===== src/rtl/canon_sequencer.sv =====
// Tempo divider and ground-bass sequencer: emits beat/phrase strobes and the
// current canon bass note (MIDI number) with a load strobe for the synthesiser.
module canon_sequencer #(
  parameter int unsigned CLKS_PER_CROTCHET = 12587500,
  parameter int unsigned PHRASE_W          = 2,
  parameter int unsigned CNT_W             = 24
) (
  input  logic                clk,
  input  logic                rst,
  input  logic                run,
  input  logic                restart,
  output logic                crotchet,
  output logic                phrase,
  output logic [2:0]          beat,
  output logic [PHRASE_W-1:0] phrase_idx,
  output logic [6:0]          bass_note,
  output logic                note_load
);

  localparam logic [CNT_W-1:0]    CNT_LAST  = CNT_W'(CLKS_PER_CROTCHET - 1);
  localparam logic [CNT_W-1:0]    CNT_ZERO  = {CNT_W{1'b0}};
  localparam logic [CNT_W-1:0]    CNT_ONE   = CNT_W'(1);
  localparam logic [PHRASE_W-1:0] PHR_ZERO  = {PHRASE_W{1'b0}};
  localparam logic [PHRASE_W-1:0] PHR_ONE   = PHRASE_W'(1);
  localparam logic [6:0]          NOTE_D3   = 7'd50;

  function automatic logic [6:0] bass_rom(input logic [2:0] idx);
    logic [6:0] note;
    case (idx)
      3'd0:    note = 7'd50;
      3'd1:    note = 7'd45;
      3'd2:    note = 7'd47;
      3'd3:    note = 7'd42;
      3'd4:    note = 7'd43;
      3'd5:    note = 7'd38;
      3'd6:    note = 7'd43;
      3'd7:    note = 7'd45;
      default: note = NOTE_D3;
    endcase
    return note;
  endfunction

  logic [CNT_W-1:0]    cnt_r,        cnt_s;
  logic [2:0]          beat_r,       beat_s;
  logic [PHRASE_W-1:0] phrase_idx_r, phrase_idx_s;
  logic [6:0]          bass_note_r,  bass_note_s;
  logic                crotchet_r,   crotchet_s;
  logic                phrase_r,     phrase_s;
  logic                note_load_r,  note_load_s;

  // Next-state: restart beats a coincident beat event; pause holds everything.
  always_comb begin
    cnt_s        = cnt_r;
    beat_s       = beat_r;
    phrase_idx_s = phrase_idx_r;
    bass_note_s  = bass_note_r;
    crotchet_s   = 1'b0;
    phrase_s     = 1'b0;
    note_load_s  = 1'b0;
    if (restart) begin
      cnt_s        = CNT_ZERO;
      beat_s       = 3'd0;
      phrase_idx_s = PHR_ZERO;
      bass_note_s  = NOTE_D3;
      note_load_s  = 1'b1;
    end else if (run) begin
      if (cnt_r == CNT_LAST) begin
        cnt_s       = CNT_ZERO;
        beat_s      = beat_r + 3'd1;
        bass_note_s = bass_rom(beat_r + 3'd1);
        crotchet_s  = 1'b1;
        note_load_s = 1'b1;
        if (beat_r == 3'd7) begin
          phrase_s     = 1'b1;
          phrase_idx_s = phrase_idx_r + PHR_ONE;
        end else begin
          phrase_s     = 1'b0;
          phrase_idx_s = phrase_idx_r;
        end
      end else begin
        cnt_s = cnt_r + CNT_ONE;
      end
    end else begin
      cnt_s = cnt_r;
    end
  end

  // State and output registers with synchronous reset.
  always_ff @(posedge clk) begin
    if (rst) begin
      cnt_r        <= CNT_ZERO;
      beat_r       <= 3'd0;
      phrase_idx_r <= PHR_ZERO;
      bass_note_r  <= NOTE_D3;
      crotchet_r   <= 1'b0;
      phrase_r     <= 1'b0;
      note_load_r  <= 1'b0;
    end else begin
      cnt_r        <= cnt_s;
      beat_r       <= beat_s;
      phrase_idx_r <= phrase_idx_s;
      bass_note_r  <= bass_note_s;
      crotchet_r   <= crotchet_s;
      phrase_r     <= phrase_s;
      note_load_r  <= note_load_s;
    end
  end

  assign crotchet   = crotchet_r;
  assign phrase     = phrase_r;
  assign beat       = beat_r;
  assign phrase_idx = phrase_idx_r;
  assign bass_note  = bass_note_r;
  assign note_load  = note_load_r;

endmodule


===== config.mk =====
export PLATFORM = sky130hd
export DESIGN_NAME = canon_sequencer
export DESIGN_NICKNAME = d
export VERILOG_FILES = /design/src/rtl/canon_sequencer.sv
export SDC_FILE = /design/constraint.sdc
export NUM_CORES = 1
export LEC_CHECK = 0
export ABC_AREA = 1
export CAP_MARGIN = 20
export CORE_ASPECT_RATIO = 1.25
export CORE_MARGIN = 2
export CORE_UTILIZATION = 45
export DETAILED_ROUTE_END_ITERATION = 8
export PLACE_DENSITY = 0.63
export SLEW_MARGIN = 10
export SYNTH_ARGS = -nofsm -noshare
export SYNTH_HDL_FRONTEND = slang
export SYNTH_SLANG_ARGS = --single-unit

===== constraint.sdc =====
create_clock -name clk -period 1.7 [get_ports clk]
set_input_delay 0.255 -clock clk [delete_from_list [all_inputs] [get_ports clk]]
set_output_delay 0.255 -clock clk [all_outputs]
set_load 0.05 [all_outputs]

==> results_dict.tcl, run 1 <==
set metrics [dict create \
    clk_latency_ns 0.30 \
    peakVddDrop_uv 453 \
    dieWidth_um 68.0 \
    cts.sinks 37 \
    synth_top_area_share_pct 32.1 \
    syn_avg_cell_area_um2 6.47 \
    rows 29 \
    rsz0062_at_grt "false" \
    synth_edf_count 0 \
    ys.warnings.count 0 \
    synthTopCellsByArea "dfxtp_1 32%, nand2_1 15%, nor2_1 12%" \
    wl_per_cell_um 12.7 \
    ctsLongestPathBuffers 2 \
    async_flop_share_pct 0 \
    cts_tree "done" \
    drv_slew 0 \
    grt_pass1_wl_um 9690 \
    antenna_found_initial 0 \
    post-cts-setup-buffers 0 \
    fin_nets 401 \
    via_per_inst 4.83 \
    regToRegSetupSlack_ns 0.16 \
    max_freq_mhz 650 \
    synth_commonest_cells "91 x nand2_1, 73 x nor2_1, 41 x inv_1" \
    pwr_density_cell_mw_per_mm2 589 \
    die_y_um 84.0 \
    max-cap-violations 0 \
    period_minus_slack_ns 1.54 \
    cts_resized 0 \
    netlist_area_mm2 0.00230 \
    p_leak_nw 1.23 \
    pin_count 19 \
    core_mm2 0.00501 \
    status "completed" \
    cp_data_arrival_time_ns 1.79 \
    worstHoldPathType "reg -> reg" \
    finalHoldViolCount 0 \
    area_growth_pct 17.8 \
    synth_cells 356 \
    worstSetupPathType "reg -> reg" \
    drtIter0Drc 117 \
    n_antenna_cell 0 \
    cts_buffers 5 \
    synth-seq-cells 37 \
    start_kind "flop" \
    critPathMaxFanout 5 \
    power_mw 1.60 \
    dieArea_mm2 0.00571 \
    cp-end-kind "flop" \
    hpwl_um 4610 \
    grt.total_usage_pct 22.3 \
    fin_crit_sh_pct 90.5 \
    vias 2195 \
    firstDrtPassIters 5 \
    fillers 508 \
    clk_pin_slew_ns 0.09 \
    overflow 0 \
    cts_root_buffer "clkbuf_8" \
    start_util_pct 46.0 \
    io_buffers 16 \
    first_global_vias 2102 \
    drtAntennaViolNets 0 \
    synth_cell_types 30 \
    drive_above_1_share_pct 19.1 \
    fin_skew_ns 0.0105 \
    synth_nets 366 \
    setup-violations-final 0 \
    synth.most_common_cell "nand2_1" \
    h-tree-depth 2 \
    synthFlopType "dfxtp_1" \
    cts_hold_buf 0 \
    cp.required_ns 1.95 \
    grt_max_degree 14 \
    yosysTopAreaCell "dfxtp_1" \
    yosysSeqAreaShare_pct 32.1 \
    worst_hold_slack_ns 0.470 \
    routabilityCongestion 0.889 \
    routed_wl_um 5750 \
    drcViolationCount 0 \
]
==> final timing paths <==
| check | startpoint | to | cells after the start |
|---|---|---|---|
| hold reg to reg | bass_note[2]$_SDFFE_PP0P_ | bass_note[2]$_SDFFE_PP0P_ | 2 |
| hold / removal | bass_note[2]$_SDFFE_PP0P_ | bass_note[2]$_SDFFE_PP0P_ | 2 |
| setup reg to reg | cnt_r[1]$_SDFFE_PP0P_ | cnt_r[20]$_SDFFE_PP0P_ | 9 |
| setup / recovery | cnt_r[1]$_SDFFE_PP0P_ | cnt_r[20]$_SDFFE_PP0P_ | 9 |
==> final cells by class <==
type	instances	area [µm²]	area share [%]
tap	62	77.6	2.86
timing repair buffer	35	283	10.4
multi-input combinational	264	1340	49.4
clock buffer	5	68.8	2.53
clock inverter	3	22.5	0.829
inverter	48	180	6.64
sequential	37	742	27.3
==> logic make-up after synthesis <==
family / share of synthesized area (%)
other: 0.326
flip-flops: 32.1
AO/OA/AOI/OAI: 3.96
AND/OR/NAND/NOR: 48.4
XOR/XNOR: 2.28
buffers and inverters: 9.66
adder cells (fa/ha/maj): 3.26
==> where the power goes <==
| group | switching [mW] | internal, mW |
|---|---|---|
| registers | 0.00204 | 0.869 |
| clock network | 0.355 | 0.288 |
| logic | 0.0510 | 0.0342 |
==> routing by layer <==
metal	track usage [%]	part of all wire [%]	vias to the layer above	routed length (µm)
li1	-	-	1176	-
met1	27.0	44	971	2530
met2	38.9	51	43	2910
met3	4.45	4.4	5	253
met4	5.64	1.0	0	59
met5	0	0	-	0
==> through the flow <==
stage	cells	util, %	cell area, µm²	worst slack, ns	setup TNS (ns)
floorplan	356	-	2310	0.0512	0
global placement	446	52.4	2620	-0.0401	-0.234
detailed placement	446	52.4	2620	-0.0617	-0.438
CTS	454	54.2	2720	0.150	0
global route	454	54.2	2720	0.0233	0
finish	454	54.2	2720	0.161	0
==> flip-flops by register name (all words and copies together) (netlist names) <==
| name | flops |
|---|---|
| phrase_idx | 2 |
| note_load | 1 |
| cnt_r | 24 |
| beat | 3 |
| crotchet | 1 |
| bass_note | 5 |
| phrase | 1 |
==> critical path, stage by stage, from the launching register on <==
cell and delay (ns):
dfxtp_1 0.38, ha_1 0.18, buf_4 0.13, nand2_1 0.10, nor2_4 0.14, nand3_4 0.10, nor2_4 0.16, nand3_2 0.07
and2_0 0.14, nor2_1 0.09
==> layout by cell type, fill, tap and decap left out, types with 3 or more instances in the layout <==
| master | n |
|---|---|
| nor2_4 | 5 |
| inv_2 | 7 |
| nor2_2 | 6 |
| nor2_1 | 73 |
| a21oi_1 | 5 |
| nor3_1 | 4 |
| nand2_2 | 5 |
| clkdlybuf4s50_1 | 3 |
| xor2_1 | 5 |
| nand3_1 | 27 |
| nand2_4 | 4 |
| clkinvlp_4 | 3 |
| o21ai_0 | 7 |
| clkbuf_8 | 5 |
| o22ai_1 | 3 |
| dfxtp_1 | 36 |
| ha_1 | 6 |
| buf_4 | 31 |
| inv_1 | 41 |
| nand2_1 | 91 |
| nand4_1 | 10 |
Note: power is estimated with default switching activity, not from simulation.
==> run 2, diff against run 1 <==
CORE_UTILIZATION = 58   (was 45)
GPL_TIMING_DRIVEN = 0   (was default)
PLACE_DENSITY = 0.79   (was 0.63)
SKIP_CTS_REPAIR_TIMING = 1   (was default)
==> run 2 against run 1 <==
- largest cell class unchanged
- wire length down 5.5%
- maximum frequency shrank 7.9%
- largest power group unchanged
- combinational power down 17%
==> results_dict.tcl, run 2 (synthesized netlist as in run 1, its figures left out) <==
set metrics [dict create \
    cts_tree "done" \
    cts.sinks 37 \
    start_kind "flop" \
    overflow 0 \
    cp_cell_sequence "clkdlybuf4s50_1" \
    drtIter0Drc 158 \
    worst_hold_slack_ns 0.459 \
    cts_root_buffer "clkbuf_8" \
    area_growth_pct 17.9 \
    via_per_inst 5.13 \
    cpPeakStageDelay_ns 0.79 \
    cp_top_family "buffers and inverters" \
    status "completed" \
    start_util_pct 60.9 \
    cp.required_ns 1.44 \
    pin_count 19 \
    critPathMaxFanout 1 \
    top_register "cnt_r" \
    routabilityCongestion 0.954 \
    h-tree-depth 2 \
    first_global_vias 2025 \
    ctsLongestPathBuffers 2 \
    firstDrtPassIters 5 \
    io_buffers 16 \
    fin_skew_ns 0.00391 \
    grt_max_degree 13 \
    worst_pin_slew_ns 0.574 \
    cp-end-kind "primary output" \
    setup-violations-final 0 \
    rsz0062_at_grt "true" \
    cp_data_arrival_time_ns 1.42 \
    power_mw 1.77 \
    dieArea_mm2 0.00450 \
    grt.total_usage_pct 26.4 \
    largest_reg_flops 24 \
    setup_ws_ns 0.0279 \
    hpwl_um 3950 \
    layout_common_cells "90 x nand2_1, 71 x nor2_1, 40 x inv_1, 34 x dfxtp_1, 27 x nand3_1" \
    layout_commonest_cell "nand2_1" \
    antenna_found_initial 0 \
    fin_nets 390 \
    worstHoldPathType "reg -> reg" \
    core_mm2 0.00378 \
    max-cap-violations 0 \
    grt_pass1_wl_um 8920 \
    cpMaxStageDelayCell "clkdlybuf4s50_1" \
    fin_tns_setup_ns 0 \
    fillers 317 \
    routed_wl_um 5440 \
    pwr_density_cell_mw_per_mm2 651 \
    post-route-util_pct 71.8 \
    period_minus_slack_ns 1.67 \
    worstSetupPathType "reg -> out" \
    cts_buffers 5 \
    max_slew_margin_pct 61.7 \
    clk_pin_slew_ns 0.08 \
    wl_per_cell_um 12.5 \
    path_buf_inv 1 \
    max_freq_mhz 598 \
    p_leak_nw 1.30 \
    finalHoldViolCount 0 \
    drcViolationCount 0 \
    n_antenna_cell 0 \
    vias 2233 \
    fin_crit_sh_pct 98.4 \
    drtAntennaViolNets 0 \
    dieWidth_um 60.4 \
    clk_latency_ns 0.30 \
    drv_slew 0 \
    dp_slack_ns -0.185 \
    rows 25 \
    drive_above_1_share_pct 14.7 \
    die_y_um 74.5 \
    peakVddDrop_uv 503 \
]
==> run 2: cell count changes in the layout (fill, tap and decap cells not counted), sizes merged <==
cell	before	now
buf	32	7
dlymetal6s2s	0	10
bufinv	0	1
clkbuf	5	7
clkinvlp	3	1
clkdlybuf4s50	3	6
==> run 2: final cells by class <==
cell class / count / area, µm² / share of cell area (%)
plain buffers: 7 / 48.8 / 1.80
clock buffers: 6 / 82.6 / 3.04
clock inverters: 2 / 37.5 / 1.38
inverters: 48 / 180 / 6.63
multi-input cells: 264 / 1360 / 50.1
flip-flops and latches: 37 / 747 / 27.5
well taps: 54 / 67.6 / 2.49
repair buffers: 17 / 193 / 7.09
==> run 2: layer usage <==
layer / wire length, µm / track usage (%)
met1: 2350 / 33.7
met4: 127 / 11.6
met3: 204 / 3.13
met5: 0 / 0
met2: 2760 / 44.4
==> run 2: path summary, 6_finish.rpt <==
check / slack (ns) / startpoint / depth (start not counted) / to
max: 0.03 / crotchet$_SDFF_PP0_ / 1 / crotchet
min: 0.46 / bass_note[0]$_SDFFE_PP0P_ / 2 / bass_note[0]$_SDFFE_PP0P_
max reg2reg: 0.12 / beat[1]$_SDFFE_PP0P_ / 6 / bass_note[1]$_SDFFE_PP1P_
min reg2reg: 0.46 / bass_note[0]$_SDFFE_PP0P_ / 2 / bass_note[0]$_SDFFE_PP0P_
==> run 2: metrics by stage <==
step | std cells | area [µm²]
6_report | 435 | 2720
5_1_grt | 435 | 2720
4_1_cts | 434 | 2650
3_5_place_dp | 426 | 2530
3_3_place_gp | 426 | 2530
2_1_floorplan | 356 | 2310
==> run 2: where the power goes <==
group          switching, mW  total (mW)  internal [mW]
registers            0.00337       0.872          0.869
clock network          0.350       0.827          0.477
logic                 0.0474      0.0706         0.0232
total                  0.401        1.77           1.37
